**src/rtl/pic_ram_arbiter.sv**
```systemverilog
// Picture RAM arbiter: shares one single-port RGB444 RAM between the VGA reader
// (absolute priority) and the image loader (leftover cycles only).
// RAM commands are registered; read data reaches the display 2+RAM_LAT cycles
// after the request.
// Optional build macro PIC_RAM_VBLANK_ONLY_EN: loader writes only during vblank.
module pic_ram_arbiter #(
  parameter int unsigned ADDR_W   = 17,
  parameter int unsigned DATA_W   = 12,
  parameter int unsigned RAM_LAT  = 1,
  parameter int unsigned MAX_WAIT = 1023
) (
  input  logic              clk,
  input  logic              rst_n,
  input  logic              disp_req,
  input  logic [ADDR_W-1:0] disp_addr,
  output logic [DATA_W-1:0] disp_data,
  output logic              disp_valid,
  input  logic              ld_req,
  input  logic [ADDR_W-1:0] ld_addr,
  input  logic [DATA_W-1:0] ld_wdata,
  output logic              ld_ack,
  output logic              ld_starve,
  input  logic              vblank,
  output logic [ADDR_W-1:0] ram_addr,
  output logic [DATA_W-1:0] ram_din,
  output logic              ram_we,
  input  logic [DATA_W-1:0] ram_dout
);

  localparam int unsigned WAIT_W = $clog2(MAX_WAIT + 1);
  localparam logic [WAIT_W-1:0] WAIT_MAX = WAIT_W'(MAX_WAIT);

  typedef enum logic [1:0] {
    StIdle,
    StDisp,
    StWrite
  } state_e;

  state_e            state_q;
  logic              ld_eligible;
  logic              grant_wr;
  logic [WAIT_W-1:0] wait_q;
  // Bit i set: a display read was issued i+1 cycles ago; the top bit marks
  // the cycle in which ram_dout carries that read's data.
  logic [RAM_LAT:0]  rd_pipe_q;

`ifdef PIC_RAM_VBLANK_ONLY_EN
  // Writes outside vblank would tear the displayed picture.
  always_comb ld_eligible = vblank;
`else
  logic unused_vblank;
  assign unused_vblank = vblank;
  always_comb ld_eligible = 1'b1;
`endif

  // Loader gets a cycle only when the display is idle; during its own ack
  // cycle ld_req is still the request just served, so it is ignored.
  always_comb begin
    grant_wr = 1'b0;
    if (!disp_req && ld_req && ld_eligible && (state_q != StWrite)) begin
      grant_wr = 1'b1;
    end
  end

  // Arbitration FSM with registered RAM command and ack outputs.
  always_ff @(posedge clk) begin
    if (!rst_n) begin
      state_q  <= StIdle;
      ram_addr <= '0;
      ram_din  <= '0;
      ram_we   <= 1'b0;
      ld_ack   <= 1'b0;
    end else begin
      ram_we <= grant_wr;
      ld_ack <= grant_wr;
      if (disp_req) begin
        state_q  <= StDisp;
        ram_addr <= disp_addr;
      end else if (grant_wr) begin
        state_q  <= StWrite;
        ram_addr <= ld_addr;
        ram_din  <= ld_wdata;
      end else begin
        state_q <= StIdle;
      end
    end
  end

  // Loader wait counter: counts unserved request cycles, saturating.
  always_ff @(posedge clk) begin
    if (!rst_n) begin
      wait_q <= '0;
    end else if (grant_wr) begin
      wait_q <= '0;
    end else if (ld_req && (wait_q != WAIT_MAX)) begin
      wait_q <= wait_q + 1'b1;
    end
  end

  assign ld_starve = (wait_q == WAIT_MAX);

  // Read-return pipeline; disp_data holds its value between valid beats.
  always_ff @(posedge clk) begin
    if (!rst_n) begin
      rd_pipe_q  <= '0;
      disp_valid <= 1'b0;
      disp_data  <= '0;
    end else begin
      if (RAM_LAT == 0) begin
        rd_pipe_q <= {RAM_LAT+1{disp_req}};
      end else begin
        rd_pipe_q <= {rd_pipe_q[RAM_LAT-1:0], disp_req};
      end
      disp_valid <= rd_pipe_q[RAM_LAT];
      if (rd_pipe_q[RAM_LAT]) begin
        disp_data <= ram_dout;
      end
    end
  end

endmodule

```
**config.mk**
```make
export PLATFORM = sky130hd
export DESIGN_NAME = pic_ram_arbiter
export DESIGN_NICKNAME = d
export VERILOG_FILES = /design/src/rtl/pic_ram_arbiter.sv
export SDC_FILE = /design/constraint.sdc
export NUM_CORES = 1
export LEC_CHECK = 0
export CORE_AREA = 2 2 83 85
export DETAILED_ROUTE_END_ITERATION = 8
export DIE_AREA = 0 0 85 87
export MAX_ROUTING_LAYER = met4
export PLACE_DENSITY = 0.71
export SLEW_MARGIN = 20
export SYNTH_ARGS = -nofsm -noshare
export SYNTH_HDL_FRONTEND = slang
export SYNTH_SLANG_ARGS = --single-unit
```
**constraint.sdc**
```tcl
create_clock -name clk -period 1.38 [get_ports clk]
set_input_delay 0.276 -clock clk [delete_from_list [all_inputs] [get_ports clk]]
set_output_delay 0.276 -clock clk [all_outputs]
set_load 0.005 [all_outputs]
```
==> metrics, run 1 <==
status=finished, violations left; failing checks=negative setup slack; Seq/Total Area, Yosys=48.1%; f_max=roughly 690 MHz; Comb pwr share=between 10% and 20%; Crit Reg-Reg Startpoint=wait_q[1]$_SDFFE_PP0P_; Core Footprint=around 6600 um2; Synth Area per Inst=10.2 um2; drt drc=0; HP Start=rd_pipe_q[0]$_SDFF_PN0_; Worst Hold Depth=1; FF+latch count, synth=56; Clock Power Share=between 20% and 30%; cell taking the most area after synthesis=dfxtp_1; Crit path arrival time=approximately 1200 ps; worst setup margin=-72.7 ps; Worst EP required=between 1000 and 1500 ps; vias in the first global route=~2k; slowest stage delay, CP=around 370 ps; I/O pin total=108; endpoints failing setup=4; Cell Area, Placed=between 3000 and 4000 um2; CP endpoint kind=output port; max-capacitance violation count=0; VDD IR-drop max=between 0.4 and 0.5 mV; critical path class=reg2out; Slew @ Worst Pin=roughly 330 ps; WHS=approximately 460 ps; Flop pwr share=54.4%; FF-to-FF setup slack=-60 ps; worst-path fanout max=2; Reg clk slew, reported paths=100 ps; Fin. Hold Viols=0; r2r endpoint=wait_q[1]$_SDFFE_PP0P_; H-tree depth=2; Min-Delay Path Class=reg2reg; vias per inst=4.72; switch share=between 20% and 30%; commonest cells in the netlist=56 x dfxtp_1, 49 x nor2_1, 44 x mux2i_1; Wirelength per Cell=roughly 13 um; crit path buf inv count=1; Internal=roughly 2.4 mW; Antenna Cells=0; layout cell share with drive strength beyond 1=around a quarter; Psw=around 780 uW; Synth area leaders=dfxtp_1 48%, mux2i_1 19%, nor2_1 7.9%, a211oi_1 5.5%, buf_6 1.9%; initial core utilization=approximately 35%; post-route minimum period=1450 ps; Cells after Synth=approximately 230; slew margin rel.=78.0%; Post-synth EDFFs=0; Area Overhead vs Synth=63.8%; critical path depth in cells=4; Crit path max-delay family=flip-flops; Fin Clk Skew=approximately 8.9 ps; router iterations before antenna repair=4; period utilization=105%; Placed Cells=around 430; cell leakage power=~1.7 nW; hold path endpoint=rd_pipe_q[1]$_SDFF_PN0_; Final nets=420; Die Ht=roughly 87 um; Design Area, Final=between 3000 and 4000 um2; final core utilization=slightly below 60%; setup TNS=-149 ps; all-layer global routing usage=approximately 15%; first-pass GRT wire length=around 9000 um; cell with the most instances after synthesis=dfxtp_1; clock tree from TritonCTS=built; Synth Warn #=0; RSZ-0062 raised after global routing=true; CP startpoint kind=flip-flop; hold_buf cts=0; post-route insts no fill=437; WL final=roughly 5600 um; worst-skew pair later-pin latency=310 ps; Die Area=about 7400 um2; synth unique cells=38; DP HPWL=4120 um; initial antenna violation count=0; CTS root buf=clkbuf_8; largest net degree at the start of global routing=31; Clock Tree Buf Depth=2; power per cell area=around 840 nW/um2; top-area cell type share of the netlist area=roughly 48%; Num Clock Sinks=56; Post-synth top flop=dfxtp_1; Routed Antenna Nets=0; final max-slew violation count=0; FP Rows=30; Async SR Flop Fraction=0%; post-synth net total=292; Starting DRT DRC Count=50; global route overflow=0; reg2reg path depth=7; Port Buffers=106; sequence of cells on the critical path=ha_4 > nand3_4 > nor3_2 > buf_2; routed via count=between 2k and 2.5k; Slowest-stage cell, CP=dfxtp_2; placer congestion estimate=approximately 0.77; Mapped Area=around 2300 um2; die width=85 um; clock buffer count from CTS=5
-- routing by layer --
metal	up-vias	track usage [%]	part of all wire (%)	wire, um
met1	959	19.1	44	2430
met4	0	3.90	0.92	51
met2	55	25.5	50	2790
met3	7	3.79	5.1	286
met5	-	-	0	0
li1	1043	-	-	-
-- worst max-delay path by stage --
| stage | from | to | slack (ps) |
|---|---|---|---|
| finish | wait_q[1]$_SDFFE_PP0P_ | ld_starve | -70 |
| global route | wait_q[4]$_SDFFE_PP0P_ | wait_q[1]$_SDFFE_PP0P_ | -160 |
| CTS | wait_q[1]$_SDFFE_PP0P_ | ld_starve | -150 |
| detailed placement | ld_req | ram_din[9]$_SDFFE_PN0P_ | -320 |
| global placement | ld_req | wait_q[9]$_SDFFE_PP0P_ | -270 |
| floorplan | wait_q[0]$_SDFFE_PP0P_ | wait_q[1]$_SDFFE_PP0P_ | 30 |
-- through the flow --
step | worst slack (ps) | total power, mW
3_5_place_dp | -320 | 2.39
6_report | -72.7 | 3.20
5_1_grt | -157 | 3.38
3_3_place_gp | -268 | 2.38
2_1_floorplan | 31.3 | 2.00
4_1_cts | -148 | 3.24
-- power by group through the flow --
stage          Sequential (mW)  Combinational (mW)  Clock, mW
2_1_floorplan             1.78               0.217          0
3_3_place_gp              1.77               0.607          0
3_5_place_dp              1.77               0.617          0
4_1_cts                   1.74               0.571      0.926
6_report                  1.74               0.570      0.890
5_1_grt                   1.75               0.618       1.01
-- cell usage in the layout, fill, tap and decap left out, types with 2 or more instances in the layout --
cell / n
a21oi_1: 2
dlygate4sd2_1: 44
dfxtp_2: 27
buf_12: 4
nand2_1: 5
and2_1: 5
clkbuf_8: 5
nor3_2: 2
a211oi_1: 17
nor2_1: 49
buf_4: 23
clkdlybuf4s50_1: 60
xor2_1: 3
buf_6: 4
dfxtp_1: 29
a211oi_2: 2
mux2i_1: 43
-- worst register-to-register path: cells and delay by family, from the launching register on --
family	cells	cell delay (ps)
flip-flops	1	370
buffers and inverters	2	280
AO/OA/AOI/OAI	1	210
AND/OR/NAND/NOR	2	110
multiplexers	1	210
adder cells (fa/ha/maj)	1	160
-- timing repair --
item | in CTS | in global routing
gates resized for setup | 77 | 15
pin swaps | 4 | 4
endpoints found under the setup margin | 50 | 15
hold endpoints to repair | 0 | 0
buffers inserted | 1 | 1
-- sequential cells by signal, summed over array words and instances (netlist names) --
| name | count |
|---|---|
| rd_pipe_q | 2 |
| wait_q | 10 |
| ram_we | 1 |
| ram_din | 12 |
| ram_addr | 17 |
| disp_data | 12 |
| disp_valid | 1 |
| state_q | 1 |
-- layout make-up --
cell class | count | area, um2
fill | 602 | 2750
timing repair buffer | 137 | 1300
multi-input combinational | 153 | 1160
sequential | 56 | 1150
tap | 80 | 100
clock buffer | 6 | 72.6
clock inverter | 2 | 16.3
inverter | 3 | 11.3
-- cell families after synthesis --
| group | share of synthesized area (%) |
|---|---|
| flops | 48.1 |
| simple gates | 16.6 |
| buf+inv | 4.94 |
| fa+ha+maj | 0.537 |
| compound gates | 9.82 |
| mux | 18.9 |
| xor+xnor | 1.13 |
(Power assumes the default switching activity.)
==> inputs of run 2 (changes only) <==
clock period = 1.3 ns   (was 1.38 ns; I/O delays follow)
==> run 2 against run 1 <==
The run still ends with negative setup slack left. Flip-flop and latch count unchanged. Register-to-register slack worse by 110 ps. Combinational power up 11%. Clock-buffer cell count is the same. First-iteration DRC count rose by 60%. Sequential power increased by 6%. Utilization rose by 1.9 points.
==> metrics, run 2 (same netlist as run 1, synthesis figures left out) <==
Die Ht=87 um (unchanged); die width=85 um (unchanged); Reg clk slew, reported paths=100 ps (about the same); Crit Reg-Reg Startpoint=wait_q[8]$_SDFFE_PP0P_; status=finished, violations left; largest net degree at the start of global routing=35 (+13%); Worst Hold Depth=4 (+3); Worst EP required=1510 ps (+410 ps); DP HPWL=4080 um (-1.1%); RSZ-0062 raised after global routing=true; Die Area=7400 um2 (unchanged); global route overflow=0 (unchanged); Cell Area, Placed=3660 um2 (unchanged); Min-Delay Path Class=in2reg; H-tree depth=2 (unchanged); CP startpoint kind=flip-flop; WL final=5810 um (+4.5%); reg2reg path depth=6 (-1); Clock Tree Buf Depth=2 (unchanged); Top Registers=ram_addr (17), disp_data (12), ram_din (12); Starting DRT DRC Count=80 (+60%); power per cell area=921 nW/um2 (+9.8%); router iterations before antenna repair=4 (unchanged); worst-skew pair later-pin latency=300 ps (about the same); critical path class=reg2reg; Port Buffers=106 (unchanged); Design Area, Final=3950 um2 (+3.3%); Final nets=422 (+0.48%); Area Overhead vs Synth=69.2%; Num Clock Sinks=56 (unchanged); I/O pin total=108 (unchanged); final core utilization=60.1% (+1.9 points); Setup WS pre-CTS=-443 ps (-124 ps); failing checks=negative setup slack; HP Start=disp_req; CTS root buf=clkbuf_8; final max-slew violation count=0 (unchanged); layout cell share with drive strength beyond 1=26.5% (+2.4 points); hold path endpoint=rd_pipe_q[0]$_SDFF_PN0_; worst setup margin=-169 ps (-96.6 ps); max-capacitance violation count=0 (unchanged); Fin. Hold Viols=0 (unchanged); cell leakage power=1.79 nW (+4.9%); initial antenna violation count=0 (unchanged); vias in the first global route=1949 (-0.76%); first-pass GRT wire length=8960 um (-0.53%); initial core utilization=35.5% (unchanged); clock tree from TritonCTS=built; placer congestion estimate=0.765 (-0.17%); slew margin rel.=75.7% (-2.2 points); all-layer global routing usage=15.3% (-0.21 points); FP Rows=30 (unchanged); routed via count=2070 (+0.29%); post-route minimum period=1470 ps; drt drc=0 (unchanged); Wirelength per Cell=13.2 um (+4.0%); worst-path fanout max=4 (+2); most frequent cells in the layout=59 x clkdlybuf4s50_1, 49 x nor2_1, 45 x dlygate4sd2_1; Routed Antenna Nets=0 (unchanged); FF-to-FF setup slack=-170 ps (-110 ps); f_max=roughly 700 MHz; max reg flops=17 (unchanged); Slew @ Worst Pin=364 ps (+33.6 ps); endpoints failing setup=8 (+4); Antenna Cells=0 (unchanged); VDD IR-drop max=0.542 mV (+32%); r2r endpoint=wait_q[1]$_SDFFE_PP0P_; period utilization=113%; CP endpoint kind=flip-flop; commonest non-fill, non-tap cell in the layout=clkdlybuf4s50_1; Crit path arrival time=1670 ps (+490 ps); Fin Clk Skew=7.14 ps (-1.77 ps); Core Footprint=6570 um2 (unchanged); vias per inst=4.72 (-0.17%); Reg with most FFs=ram_addr; clock buffer count from CTS=5 (unchanged)
run 2: cell count changes in the layout (fill, tap and decap cells not counted), moves of 2 or more:
| cell | delta |
|---|---|
| a211oi_1 | -3 |
| buf_4 | -3 |
| dfxtp_1 | -2 |
| clkbuf_16 | +2 |
| buf_6 | +3 |
| a211oi_2 | +3 |
run 2: area by class of cell:
type	instances	area (um2)
fillers	583	2620
repair buffers	139	1360
multi-input cells	153	1200
flip-flops and latches	56	1160
well taps	80	100
clock buffers	6	72.6
clock inverters	2	38.8
inverters	3	11.3
run 2: worst max-delay path by stage:
stage	from	to	slack (ps)	depth (start not counted)
5_1_grt	wait_q[0]$_SDFFE_PP0P_	wait_q[1]$_SDFFE_PP0P_	-220	7
3_3_place_gp	ld_req	wait_q[9]$_SDFFE_PP0P_	-380	5
6_report	wait_q[8]$_SDFFE_PP0P_	wait_q[1]$_SDFFE_PP0P_	-170	6
3_5_place_dp	ld_req	wait_q[9]$_SDFFE_PP0P_	-440	5
2_1_floorplan	wait_q[1]$_SDFFE_PP0P_	wait_q[1]$_SDFFE_PP0P_	20	5
4_1_cts	wait_q[0]$_SDFFE_PP0P_	ld_starve	-150	4
run 2: repair_timing:
item,in CTS,in global routing
buffers inserted,1,4
pin swaps,3,7
setup endpoints to repair,68,15
cloned,0,2
resized for setup,85,18
hold buffers,0,0
run 2: through the flow:
stage	std cells	hold slack, ps	power (mW)	setup TNS (ps)
after floorplan	228	382	2.12	0
after global placement	424	431	2.52	-12730
after detailed placement	424	438	2.53	-13530
after CTS	433	450	3.65	-433
after global routing	439	384	3.82	-1320
final	439	375	3.63	-650
run 2: where the power goes:
part / switching (mW) / leakage, nW / total [mW] / internal (mW)
Combinational: 0.230 / 1.26 / 0.631 / 0.400
Sequential: 0.0418 / 0.472 / 1.85 / 1.81
Clock: 0.567 / 0.0558 / 1.15 / 0.583
Total: 0.840 / 1.79 / 3.63 / 2.79
run 2: critical path: stages (launching register included):
cell,delay [ps]
dfxtp_1,400
nand4_4,130
buf_4,180
o31ai_4,260
buf_6,150
mux2i_1,200
nor2_2,50
run 2: metal layers:
layer	part of all wire (%)	vias to the layer above	global-route usage [%]
met5	0	-	-
met4	0.76	0	3.03
li1	-	1045	-
met1	43	973	18.6
met3	4.3	4	3.70
met2	52	48	25.9
==> inputs of run 3 (changes only) <==
--- a/config.mk
+++ b/config.mk
@@ -7,7 +7,9 @@
 export LEC_CHECK = 0
-export CORE_AREA = 2 2 83 85
+export ABC_AREA = 1
+export CORE_AREA = 2 2 82 84
+export CTS_BUF_LIST = sky130_fd_sc_hd__clkbuf_2 sky130_fd_sc_hd__clkbuf_4 sky130_fd_sc_hd__clkbuf_8
 export DETAILED_ROUTE_END_ITERATION = 8
-export DIE_AREA = 0 0 85 87
+export DIE_AREA = 0 0 84 86
 export MAX_ROUTING_LAYER = met4
-export PLACE_DENSITY = 0.71
+export PLACE_DENSITY = 0.73
 export SLEW_MARGIN = 20
--- a/constraint.sdc
+++ b/constraint.sdc
@@ -3,2 +3,2 @@
 set_output_delay 0.26 -clock clk [all_outputs]
-set_load 0.005 [all_outputs]
+set_load 0.05 [all_outputs]
==> run 3 against run 2 <==
The flow still finishes with violations (negative setup slack). Clock skew grew 3.0 ps. Area after synthesis grew 1.2%. First-iteration DRC count shrank 14%. Utilization grew 6.8 points. Register-to-register slack gained 140 ps. Critical endpoint is now ld_starve.
==> metrics, run 3 <==
RSZ-0062 raised after global routing=true; Die Area=7220 um2 (-2.3%); routed via count=2423 (+17%); Seq/Total Area, Yosys=47.5% (-0.56 points); top-area cell type share of the netlist area=47.5% (-0.56 points); global route overflow=0 (unchanged); router iterations before antenna repair=4 (unchanged); Final nets=485 (+15%); CP startpoint kind=flip-flop; critical path class=reg2out; cell leakage power=1.89 nW (+5.3%); Post-synth EDFFs=0 (unchanged); status=finished, violations left; Tot Pwr=4.14 mW (+14%); cell with the most instances after synthesis=nand2_1; Clock Tree Buf Depth=2 (unchanged); power per cell area=986 nW/um2 (+7.1%); layout cell share with drive strength beyond 1=24.4% (-2.1 points); Min-Delay Path Class=in2reg; Synth Warn #=0 (unchanged); Slew @ Worst Pin=344 ps (-19.5 ps); Async SR Flop Fraction=0% (unchanged); initial core utilization=37.6% (+2.1 points); largest net degree at the start of global routing=35 (unchanged); vias per inst=4.86 (+3.0%); failing checks=negative setup slack; Setup WS pre-CTS=-382 ps (+61.3 ps); HP Start=ld_req; drt drc=0 (unchanged); Crit Reg-Reg Startpoint=wait_q[0]$_SDFFE_PP0P_; Cells after Synth=308 (+35%); vias in the first global route=2434 (+25%); Synth area leaders=dfxtp_1 48%, nand2_1 15%, o211a_1 7.2%, nand3_1 6.4%, nor2_1 5.4%; FF+latch count, synth=56 (unchanged); Top Registers=ram_addr (17), disp_data (12), ram_din (12); worst-path fanout max=2 (-2); Post-synth top flop=dfxtp_1; Area Overhead vs Synth=78.0%; Placed Cells=489 (+15%); Critical Path Start=wait_q[0]$_SDFFE_PP0P_; Routed Antenna Nets=0 (unchanged); die width=84 um (-1.2%); post-route insts no fill=499 (+14%); post-route minimum period=1570 ps (+98.1 ps); clock buffer count from CTS=5 (unchanged); VDD IR-drop max=0.663 mV (+22%); Fin Clk Skew=10.1 ps (+2.95 ps); Mapped Area=2360 um2 (+1.2%); I/O pin total=108 (unchanged); placer congestion estimate=0.858 (+12%); final max-slew violation count=0 (unchanged); max-capacitance violation count=0 (unchanged); Num Clock Sinks=56 (unchanged); most frequent cells in the layout=93 x nand2_1, 60 x clkdlybuf4s50_1, 51 x dfxtp_1; Reg clk slew, reported paths=100 ps (about the same); slew margin rel.=77.0% (+1.3 points); CP endpoint kind=output port; Die Ht=86 um (-1.1%); commonest non-fill, non-tap cell in the layout=nand2_1; Crit path arrival time=1310 ps (-360 ps); Antenna Cells=0 (unchanged); Port Buffers=106 (unchanged); cell taking the most area after synthesis=dfxtp_1; H-tree depth=2 (unchanged); Worst EP required=1040 ps (-470 ps); clock tree from TritonCTS=built; Wirelength per Cell=13.1 um (-0.74%); Core Footprint=6280 um2 (-4.4%); post-synth net total=372 (+27%); WL final=6550 um (+13%); first-pass GRT wire length=10800 um (+21%); DP HPWL=4920 um (+21%); Synth Area per Inst=7.66 um2 (-25%); period utilization=121% (+7.5 points); f_max=638 MHz (-6.3%); all-layer global routing usage=18.8% (+3.5 points); Reg with most FFs=ram_addr; CTS root buf=clkbuf_8; initial antenna violation count=0 (unchanged); Starting DRT DRC Count=69 (-14%); Fin. Hold Viols=0 (unchanged); max reg flops=17 (unchanged); endpoints failing setup=5 (-3); FP Rows=29 (-3.3%); worst setup margin=-267 ps (-98.1 ps); commonest cells in the netlist=96 x nand2_1, 56 x dfxtp_1, 34 x nor2_1; synth unique cells=23 (-39%); worst-skew pair later-pin latency=310 ps (about the same)
run 3: cell types whose count changed in the layout (fill, tap and decap cells not counted), sizes merged, moves of 3 or more:
cell | before | now
mux2i | 44 | 0
a21oi | 2 | 10
clkbuf | 8 | 5
and2 | 5 | 0
o211a | 0 | 17
a211oi | 19 | 0
nand2 | 7 | 101
buf | 32 | 61
nor3 | 3 | 0
nand3 | 2 | 32
dlygate4sd2 | 45 | 0
inv | 3 | 20
o21ai | 2 | 13
nor2 | 50 | 36
run 3: cells by family (layout without fill, tap and decap cells):
logic type / Yosys count / in the layout / synth area share, %
buffers and inverters: 38 / 151 / 8.33
AO/OA/AOI/OAI: 40 / 40 / 12.6
flip-flops: 56 / 56 / 47.5
AND/OR/NAND/NOR: 172 / 173 / 30.7
adder cells (fa/ha/maj): 1 / 1 / 0.530
XOR/XNOR: 1 / 1 / 0.371
run 3: metal layers:
metal | vias up | track usage, % | part of all wire, %
li1 | 1215 | - | -
met1 | 1139 | 21.2 | 39
met2 | 61 | 33.7 | 54
met3 | 8 | 4.43 | 5.9
met4 | 0 | 4.69 | 1.2
met5 | - | - | 0
run 3: worst max-delay path, cell delays in order, from the launching register on:
cell and delay, ps:
dfxtp_2 360, ha_4 140, nand3_2 90, nor2_4 110, nand3_2 90, clkinvlp_4 90, buf_12 130
run 3: worst paths after layout:
path | to | depth (start not counted) | slack [ps]
setup / recovery | ld_starve | 6 | -270
hold / removal | wait_q[6]$_SDFFE_PP0P_ | 3 | 390
setup reg to reg | wait_q[3]$_SDFFE_PP0P_ | 8 | -30
hold reg to reg | rd_pipe_q[1]$_SDFF_PN0_ | 2 | 440
run 3: where the power goes:
part           total [mW]  switching, mW  internal (mW)
Combinational        1.10          0.524          0.572
Clock                1.14          0.566          0.571
Sequential           1.91         0.0981           1.81
Total                4.14           1.19           2.95
run 3: layout make-up:
class                      count  area, um2
inverter                      21       92.6
clock buffer                   5       68.8
timing repair buffer         122       1630
tap                           77       96.3
sequential                    56       1130
clock inverter                 3       42.5
fill                         521       2080
multi-input combinational    215       1140
run 3: per-stage QoR:
| stage | hold WS, ps | utilization (%) | cell area [um2] | setup TNS, ps |
|---|---|---|---|---|
| floorplan | 370 | - | 2390 | 0 |
| global placement | 430 | 63.7 | 4000 | -12500 |
| detailed placement | 445 | 63.7 | 4000 | -13490 |
| CTS | 457 | 66.2 | 4160 | -292 |
| global route | 393 | 66.9 | 4200 | -913 |
| finish | 387 | 66.9 | 4200 | -333 |
run 3: repair_timing:
item                                   CTS  global route
setup endpoints to repair               25            32
endpoints found under the hold margin    0             0
resized for setup                        6            16
hold buffers                             0             0
cloned                                   1             0
setup buffers                            1             0
pin swaps                                4             7
